[src/rtl/hack_pkg.sv]
// ============================================================================
// Module   : hack_pkg
// Purpose  : Hack platform memory-map constants and the scanout state encoding.
// Revision : 1.0 - initial release
// ============================================================================
`default_nettype none

package hack_pkg;
    localparam int SCREEN_BASE  = 16384;
    localparam int SCREEN_WORDS = 8192;
    localparam int KBD_ADDR     = 24576;
    localparam int HACK_ADDR_W  = 15;
    localparam int HACK_WORD_W  = 16;

    typedef enum logic [1:0] {
        ST_IDLE  = 2'd0,
        ST_RUN   = 2'd1,
        ST_DRAIN = 2'd2
    } scan_state_e;
endpackage

`default_nettype wire

[src/rtl/scanout_word_fifo.sv]
// ============================================================================
// Module   : scanout_word_fifo
// Purpose  : Small synchronous word FIFO; push and pop may occur in one cycle.
// Revision : 1.0 - initial release
// ============================================================================
`default_nettype none

module scanout_word_fifo
    import hack_pkg::*;
#(
    parameter int  DEPTH = 2,
    parameter int  WIDTH = HACK_WORD_W,
    localparam int PTR_W = (DEPTH > 1) ? $clog2(DEPTH) : 1,
    localparam int CNT_W = $clog2(DEPTH) + 1
) (
    input  logic             clk,
    input  logic             reset,
    input  logic             push_i,
    input  logic [WIDTH-1:0] wdata_i,
    input  logic             pop_i,
    output logic [WIDTH-1:0] rdata_o,
    output logic [CNT_W-1:0] count_o,
    output logic             empty_o,
    output logic             full_o
);
    logic [WIDTH-1:0] mem_q [DEPTH];
    logic [PTR_W-1:0] wr_ptr_q;
    logic [PTR_W-1:0] rd_ptr_q;
    logic [CNT_W-1:0] count_q;
    logic             do_push;
    logic             do_pop;

    assign empty_o = (count_q == '0);
    assign full_o  = (count_q == CNT_W'(DEPTH));
    assign count_o = count_q;
    assign rdata_o = mem_q[rd_ptr_q];

    // A push into a full FIFO is accepted only when a pop frees the slot.
    assign do_pop  = pop_i && !empty_o;
    assign do_push = push_i && (!full_o || do_pop);

    always_ff @(posedge clk) begin
        if (do_push) begin
            mem_q[wr_ptr_q] <= wdata_i;
        end
    end

    always_ff @(posedge clk) begin
        if (reset) begin
            wr_ptr_q <= '0;
            rd_ptr_q <= '0;
            count_q  <= '0;
        end else begin
            if (do_push) begin
                wr_ptr_q <= wr_ptr_q + PTR_W'(1);
            end
            if (do_pop) begin
                rd_ptr_q <= rd_ptr_q + PTR_W'(1);
            end
            count_q <= count_q + CNT_W'(do_push) - CNT_W'(do_pop);
        end
    end
endmodule

`default_nettype wire

[src/rtl/screen_scanout.sv]
// ============================================================================
// Module   : screen_scanout
// Purpose  : Fetches the Hack framebuffer over a request/grant read port and
//            serialises it into a valid/ready pixel stream.
// Revision : 1.0 - initial release
// ============================================================================
`default_nettype none

module screen_scanout
    import hack_pkg::*;
#(
    parameter int BASE_ADDR      = SCREEN_BASE,
    parameter int WORDS_PER_LINE = 32,
    parameter int LINES          = 256,
    parameter int FIFO_DEPTH     = 2
) (
    input  logic                   clk,
    input  logic                   reset,
    input  logic                   enable,
    output logic                   rd_req,
    output logic [HACK_ADDR_W-1:0] rd_addr,
    input  logic                   rd_grant,
    input  logic [HACK_WORD_W-1:0] rd_data,
    output logic                   pix,
    output logic                   pix_valid,
    input  logic                   pix_ready,
    output logic                   pix_sof,
    output logic                   pix_eol
);
    localparam int FRAME_WORDS = WORDS_PER_LINE * LINES;
    localparam int LINE_PIX    = WORDS_PER_LINE * HACK_WORD_W;
    localparam int X_W         = $clog2(LINE_PIX);
    localparam int Y_W         = (LINES > 1) ? $clog2(LINES) : 1;
    localparam int CNT_W       = $clog2(FIFO_DEPTH) + 1;

    localparam logic [HACK_ADDR_W-1:0] ADDR_FIRST = HACK_ADDR_W'(BASE_ADDR);
    localparam logic [HACK_ADDR_W-1:0] ADDR_LAST  = HACK_ADDR_W'(BASE_ADDR + FRAME_WORDS - 1);
    localparam logic [X_W-1:0]         X_LAST     = X_W'(LINE_PIX - 1);
    localparam logic [Y_W-1:0]         Y_LAST     = Y_W'(LINES - 1);

    scan_state_e            state_q;
    logic [HACK_ADDR_W-1:0] rd_addr_q;
    logic [HACK_ADDR_W-1:0] rd_addr_d;
    logic                   inflight_q;
    logic [HACK_WORD_W-1:0] shift_q;
    logic [4:0]             bitcnt_q;
    logic [X_W-1:0]         x_q;
    logic [Y_W-1:0]         y_q;

    logic [HACK_WORD_W-1:0] fifo_head;
    logic [CNT_W-1:0]       fifo_count;
    logic                   fifo_empty;
    logic                   fifo_full;
    logic                   grant_fire;
    logic                   consume;
    logic                   load;

    assign rd_req     = (state_q == ST_RUN) &&
                        ((fifo_count + CNT_W'(inflight_q)) < CNT_W'(FIFO_DEPTH));
    assign rd_addr    = rd_addr_q;
    assign grant_fire = rd_req && rd_grant;
    assign rd_addr_d  = (rd_addr_q == ADDR_LAST) ? ADDR_FIRST : rd_addr_q + HACK_ADDR_W'(1);

    assign pix       = shift_q[0];
    assign pix_valid = (bitcnt_q != 5'd0);
    assign pix_sof   = pix_valid && (x_q == '0) && (y_q == '0);
    assign pix_eol   = pix_valid && (x_q == X_LAST);
    assign consume   = pix_valid && pix_ready;

    // Reload on the cycle the last bit leaves so a ready sink sees no bubble.
    assign load = !fifo_empty && ((bitcnt_q == 5'd0) || ((bitcnt_q == 5'd1) && consume));

    scanout_word_fifo #(
        .DEPTH (FIFO_DEPTH),
        .WIDTH (HACK_WORD_W)
    ) u_fifo (
        .clk     (clk),
        .reset   (reset),
        .push_i  (inflight_q),
        .wdata_i (rd_data),
        .pop_i   (load),
        .rdata_o (fifo_head),
        .count_o (fifo_count),
        .empty_o (fifo_empty),
        .full_o  (fifo_full)
    );

    always_ff @(posedge clk) begin
        if (reset) begin
            state_q    <= ST_IDLE;
            rd_addr_q  <= ADDR_FIRST;
            inflight_q <= 1'b0;
            shift_q    <= '0;
            bitcnt_q   <= 5'd0;
            x_q        <= '0;
            y_q        <= '0;
        end else begin
            inflight_q <= grant_fire;
            if (grant_fire) begin
                rd_addr_q <= rd_addr_d;
            end

            // enable is only honoured when the fetch pointer wraps to the frame start.
            case (state_q)
                ST_IDLE:  if (enable) state_q <= ST_RUN;
                ST_RUN:   if (grant_fire && (rd_addr_q == ADDR_LAST) && !enable) state_q <= ST_DRAIN;
                ST_DRAIN: if (!inflight_q && fifo_empty && (bitcnt_q == 5'd0)) state_q <= ST_IDLE;
                default:  state_q <= ST_IDLE;
            endcase

            if (load) begin
                shift_q  <= fifo_head;
                bitcnt_q <= 5'd16;
            end else if (consume) begin
                shift_q  <= {1'b0, shift_q[HACK_WORD_W-1:1]};
                bitcnt_q <= bitcnt_q - 5'd1;
            end

            if (consume) begin
                if (x_q == X_LAST) begin
                    x_q <= '0;
                    y_q <= (y_q == Y_LAST) ? '0 : y_q + Y_W'(1);
                end else begin
                    x_q <= x_q + X_W'(1);
                end
            end
        end
    end

    a_addr_in_screen: assert property (@(posedge clk) disable iff (reset)
        (rd_addr_q >= ADDR_FIRST) && (rd_addr_q <= ADDR_LAST) &&
        (rd_addr_q < HACK_ADDR_W'(SCREEN_BASE + SCREEN_WORDS)) &&
        (rd_addr_q < HACK_ADDR_W'(KBD_ADDR)));

    a_no_fifo_overflow: assert property (@(posedge clk) disable iff (reset)
        !(inflight_q && fifo_full && !load));
endmodule

`default_nettype wire
[config.mk]
export PLATFORM = sky130hd
export DESIGN_NAME = screen_scanout
export DESIGN_NICKNAME = d
export VERILOG_FILES = /design/src/rtl/hack_pkg.sv /design/src/rtl/scanout_word_fifo.sv /design/src/rtl/screen_scanout.sv
export SDC_FILE = /design/constraint.sdc
export NUM_CORES = 1
export LEC_CHECK = 0
export BUFFER_PORTS_ARGS = -buffer_cell sky130_fd_sc_hd__buf_4
export CAP_MARGIN = 20
export CORE_UTILIZATION = 35
export DETAILED_ROUTE_END_ITERATION = 10
export PLACE_DENSITY = 0.58
export SLEW_MARGIN = 0
export SYNTH_ARGS = -nofsm -noshare
export SYNTH_HDL_FRONTEND = slang
export SYNTH_SLANG_ARGS = --single-unit
export TNS_END_PERCENT = 20
[constraint.sdc]
create_clock -name clk -period 2.6 [get_ports clk]
set_clock_uncertainty 0.05 [all_clocks]
set_input_delay 0 -clock clk [delete_from_list [all_inputs] [get_ports clk]]
set_output_delay 0 -clock clk [all_outputs]
set_load 0.005 [all_outputs]
Word level (Yosys, flattened, before mapping)
Memories as Yosys holds them, arrays and structs flattened. A register that Yosys moved wholly into a read port is not among the register bits.
Index checks and enable logic that the tools add are counted.
- bits in registers: 60
- bits in writable memories: 32
- input bits: 21
- output and inout port bits: 20
- word-level logic and storage cells: 77
- memories: 1
- add/subtract/negate cells: 9
- $lt $le $gt $ge: 1
- equality and inequality tests: 10
- mux-type cells: 15
- reduce and logical (&&, ||, !) cells: 30
- memories (memory ; depth ; bits a word ; read ports ; clocked after Yosys merged registers in ; wr ports ; RTL line ; text):
    u_fifo.mem_q ; 2 ; 16 ; 1 ; 1 ; 1 ; scanout_word_fifo.sv:26 ; logic [WIDTH-1:0] mem_q [DEPTH];
- operators with widths (kind ; number):
    2-to-1 mux 16 bit ; 2
    adder 15 x 1 -> 15 bit (second input constant) ; 1
    equality test 15 bit (second input constant) ; 1
    2-to-1 mux 15 bit ; 1
    logical AND 1 bit ; 14
    2-to-1 mux 5 bit ; 2
    adder 9 x 1 -> 9 bit (second input constant) ; 1
    equality test 9 bit (second input constant) ; 1
    logical NOT 9 bit ; 1
    2-to-1 mux 9 bit ; 1
    adder 8 x 1 -> 8 bit (second input constant) ; 1
    equality test 8 bit (second input constant) ; 1
    logical NOT 8 bit ; 1
    2-to-1 mux 8 bit ; 1
    2-to-1 mux 2 bit ; 3
    one-hot mux 2 bit (3 select lines) ; 1
    equality test 5 x 1 -> 1 bit (second input constant) ; 1
    logical NOT 5 bit ; 1
    nonzero test 5 bit ; 1
    subtractor 5 x 1 -> 5 bit (second input constant) ; 1
    adder 2 x 1 -> 2 bit ; 2
    equality test 2 bit (second input constant) ; 2
    logical NOT 1 bit ; 4
    logical NOT 2 bit ; 2
    other kinds (12) ; 18

Longest topological paths before layout
- depth in word-level cells: 10
- depth in mapped cells: 12
- gate-level depth less buffers: 10

Cells and area by module
Synthesis repeated with hierarchy kept, for this count alone.
- cell total of the unflattened synthesis: 410
- area total of the unflattened synthesis: 4129.0 um^2
- modules (own cells, without submodules) (module ; instances ; cells each ; area each (um^2) ; seq. area each (um^2)):
    screen_scanout ; 1 ; 328 ; 2705.1 ; 1121.1
    scanout_word_fifo ; 1 ; 82 ; 1423.9 ; 1061.0

Worst setup path after synthesis
No wires, ideal clock.
- kind: register to register
- from: reg bitcnt_q[0]
- to: mem u_fifo.mem_q[0][0] (netlist name) (enable)
- library setup time: 390 ps
- arrival: 1873 ps
- data required time: 2160 ps
- slack: 286 ps
- cell stages (with the launch flop): 8
- path buffers: 1
- period minus slack after synthesis: 2314 ps
- cell sequence: dfxtp_1 -> inv_1 -> ha_1 -> a21o_1 -> and3_1 -> buf_2 -> o31a_1 -> nor2b_1
- word-level cells in the longest chain between the ends: 10
- elaborated cells on any way between the ends: 12
- those cells by class: 1 x eq/ne; 2 x mux; 9 x reduce/logical
- RTL lines (item ; RTL line ; text):
    from (decl) ; screen_scanout.sv:46 ; logic [4:0] bitcnt_q;
    from (signal assigned) ; screen_scanout.sv:116 ; bitcnt_q <= bitcnt_q - 5'd1;
    nonzero test 5 bit ; screen_scanout.sv:65 ; assign pix_valid = (bitcnt_q != 5'd0);
    logical AND 1 bit ; screen_scanout.sv:68 ; assign consume = pix_valid && pix_ready;
    logical AND 1 bit ; screen_scanout.sv:71 ; assign load = !fifo_empty && ((bitcnt_q == 5'd0) || ((bitcnt_q == 5'd1) && consume));
    logical OR 1 bit (*) ; screen_scanout.sv:71 ;
    logical AND 1 bit (*) ; screen_scanout.sv:71 ;
    logical AND 1 bit (*) ; scanout_word_fifo.sv:39 ; assign do_pop = pop_i && !empty_o;
    logical OR 1 bit (*) ; scanout_word_fifo.sv:40 ; assign do_push = push_i && (!full_o || do_pop);
    logical AND 1 bit (*) ; scanout_word_fifo.sv:40 ;
    2-to-1 mux 1 bit (*) ; scanout_word_fifo.sv:43 ; if (do_push) begin
    2-to-1 mux 1 bit (not written as such) (*) ; scanout_word_fifo.sv:44 ; mem_q[wr_ptr_q] <= wdata_i;
    to (decl) ; scanout_word_fifo.sv:26 ;
Mark *: on every way between the ends. The rest lies on a longest branch, timed or not.

Worst setup path in the final report
- from: reg bitcnt_q[0]
- to: mem u_fifo.mem_q[1][2] (netlist name) (enable)
Same word-level chain as after synthesis.

==> impl_metrics.csv <==
group,metric,value,unit
timing,hold_slack,331,ps
floorplan,ios,41,
global_route,grt_max_degree,29,
pwr,p_leak,1.83,nW
final_layout,final_nets,463,
timing,finalSetupViolations,0,
final_layout,n_antenna_cell,0,
setup_path,crit_path_cell_trace,"inv_1 -> ha_1 -> a21o_1 -> and3_1 -> o31a_1 -> and2_1",
setup_path,cp_slowest_cell,"and2_1",
drt,viasPerCell,4.99,
floorplan,core-area,11500,sq um
run_status,status,"finished with violations",
synthesis,synth_ff_type,"dfxtp_1",
clocking,htreeDepth,3,
drt,dr.pass1.iters,7,
floorplan,start_util,0.361,
synthesis,synth-compound-area-share,0.116,
drt,drc,2,
synthesis,avgSynthCellArea,11.2,sq um
clocking,post_cts_buffers,0,
clocking,cts_sinks,93,
final_layout,post-route-util,0.443,
global_route,grt_pass1_wl,13.4,mm
synthesis,synth_simple_gate_area_share,0.156,
global_route,grt_antenna_before_repair,0,
setup_path,start_kind,"flop",
synthesis,synthXorXnorAreaFrac,0.0442,
global_route,grt.overflow.total,0,
drt,wl_per_cell,13.5,um
synthesis,synthAdderAreaFrac,0.0331,
floorplan,rows,39,
timing,period_share,0.862,
pwr,powerDensity,768,nW/um^2
timing,fin_setup_tns,0,ps
synthesis,ys_seq_area_frac,0.524,
global_route,grt_pass1_vias,2739,
floorplan,die_height,111,um
final_layout,final_cells,579,
clocking,numCtsBuffers,9,
floorplan,die_w,111,um
job,cap_violations,0,
pwr,ir_drop,0.330,mV
synthesis,yosys_warnings,0,
synthesis,syn_nets,404,
clocking,clock_latency,340,ps
final_layout,final_area,5100,sq um
placement,dp_hpwl,5.28,mm
final_layout,final_layout_size_suffix_gt1_frac,0.216,
timing,relSlewSlack,0.439,
final_layout,area_growth_syn_to_layout,22.5,%
synthesis,synth.largest_area_cell,"dfxtp_1",
synthesis,synthTopCellsByArea,"dfxtp_1 (29%), edfxtp_1 (23%), mux2_2 (4.6%), mux2i_1 (4.1%), ha_1 (3.3%)",
placement,placed_area,4570,sq um
synthesis,syn_area,4160,sq um
setup_path,cp_slowest_stage_delay,700,ps
timing,finalHoldViolCount,0,
final_layout,fillers,1085,
timing,worst_slack,358,ps
clocking,cts_root_buffer,"clkbuf_16",
drt,vias,2889,
timing,slew_violations,0,
synthesis,syn_inst,372,
timing,rsz0062_at_grt,"no",
clocking,clkTransAtPathRegs,60,ps
placement,routabilityCongestion,0.787,
synthesis,synth_top_family_by_area,"simple AND/OR/NAND/NOR gates",
synthesis,synth_mux_area_frac,0.0869,
drt,final_antenna_net_count,0,
clocking,tritoncts,"built",
drt,initialDrtViolationCount,126,
placement,dp_cells,543,
timing,tightestPinTransition,841,ps
synthesis,synth_top_area_share,0.293,
global_route,grt_use_total,0.135,
setup_path,critical_path_class,"flop to flop",
timing,period_minus_slack,2240,ps
final_layout,multi_input_area,1820,sq um
setup_path,cp.arrival,2160,ps
synthesis,yosysUniqueCellTypes,50,
timing,fmax,446,MHz
placement,portBuffers,40,
run_status,violations,"DRC",
placement,pre_cts_ws,347,ps
setup_path,worstPathRequired,2510,ps
synthesis,postSynth.asyncResetShare,0,
final_layout,seq_area,2180,sq um
clocking,clockBufferDepth,2,
setup_path,worstSetupEndpointType,"flop",
setup_path,ff2ff_setup_slack,360,ps
drt,wirelength,7.84,mm
synthesis,synth_edf_count,32,
hold_path,min_path_type,"input port to flop",
pwr,power,3.92,mW
floorplan,dieArea,12300,sq um
setup_path,crit_fanout,16,
synthesis,ys_seq_elements,93,
-- worst max-delay path: cells and delay by family (launching register included) --
| kind | cells | cell delay, ps |
|---|---|---|
| AO/OA/AOI/OAI | 2 | 290 |
| adder cells (fa/ha/maj) | 1 | 190 |
| buffers and inverters | 1 | 100 |
| flip-flops | 1 | 350 |
| AND/OR/NAND/NOR | 2 | 890 |
-- cell type report --
type                       count  share of cell area
sequential                    93               0.428
multi-input combinational    247               0.356
timing repair buffer          66               0.107
clock buffer                  10              0.0469
tap                          143              0.0351
clock inverter                 6              0.0169
inverter                      14              0.0103
-- flip-flops by register name, indices dropped and copies added (netlist names), named ones only --
signal	count
u_fifo.count_o	2
u_fifo.mem_q	32
rd_addr	15
u_fifo.wr_ptr_q	1
shift_q	16
u_fifo.rd_ptr_q	1
state_q	2
y_q	8
inflight_q	1
x_q	9
bitcnt_q	5
-- cells in the final DEF (no fill, tap or decap), types with 3 or more instances in the layout --
cell,n
mux2i_1,17
or3_1,10
nor2b_1,4
nor2_1,27
nand2_1,19
dlygate4sd3_1,20
dfxtp_1,61
nand3_1,15
o2bb2ai_2,9
xnor2_1,12
buf_4,46
edfxtp_1,32
or4_1,3
inv_1,13
nand4_1,9
and2_1,8
o2bb2ai_1,5
clkbuf_16,9
o211ai_1,3
mux2_2,17
a21oi_1,18
ha_1,11
and3_1,6
nor3_1,7
nor4_1,4
xor2_1,9
o21ai_0,11
-- what timing repair did --
action,in CTS,in global routing
gates resized for setup,0,0
endpoints found under the hold margin,47,0
hold buffers,20,0
-- Yosys cell counts (3+ instances only) --
| master | number |
|---|---|
| dfxtp_1 | 61 |
| and3_1 | 6 |
| buf_2 | 4 |
| or4_1 | 3 |
| nor3_1 | 7 |
| a21oi_1 | 18 |
| o211ai_1 | 3 |
| o21ai_0 | 11 |
| nand4_1 | 9 |
| nor4_1 | 4 |
| nand2_1 | 19 |
| clkbuf_1 | 9 |
| nand3_1 | 15 |
| and2_1 | 8 |
| nor2b_1 | 4 |
| xnor2_1 | 12 |
| ha_1 | 11 |
| nor2_1 | 27 |
| xor2_1 | 9 |
| o2bb2ai_1 | 5 |
| inv_1 | 13 |
| or3_1 | 10 |
| buf_6 | 3 |
| mux2i_1 | 17 |
| edfxtp_1 | 32 |
| o2bb2ai_2 | 9 |
| mux2_2 | 17 |
-- routing by layer --
metal  share of wire  routed length [um]  vias to the layer above  GRT usage
met5               0                   0                        -          0
met4           0.013                 102                        0     0.0459
met3           0.031                 243                        8     0.0361
met2            0.47                3670                       36      0.215
met1            0.49                3830                     1373      0.178
li1                -                   -                     1472          -
-- path summary, 6_finish.rpt --
kind | startpoint | to | cells past startpoint
worst max-delay path | bitcnt_q[0]$_SDFFE_PP0P_ | u_fifo.mem_q[1][2]$_DFFE_PP_ | 6
worst min-delay path | rd_data[11] | u_fifo.mem_q[1][11]$_DFFE_PP_ | 2
worst max register to register | bitcnt_q[0]$_SDFFE_PP0P_ | u_fifo.mem_q[1][2]$_DFFE_PP_ | 6
worst min register to register | state_q[1]$_SDFFE_PP0P_ | state_q[0]$_SDFFE_PP0P_ | 1
-- kinds of logic after synthesis --
family          count (synthesis)
flops                          93
buf+inv                        32
fa+ha+maj                      11
compound gates                 60
mux                            34
xor+xnor                       21
simple gates                  121
-- power breakdown --
part	switching (mW)	internal (mW)
logic	0.435	0.371
registers	0.0926	1.61
clock network	0.539	0.866
No activity file was read; power rests on OpenSTA's default activity.
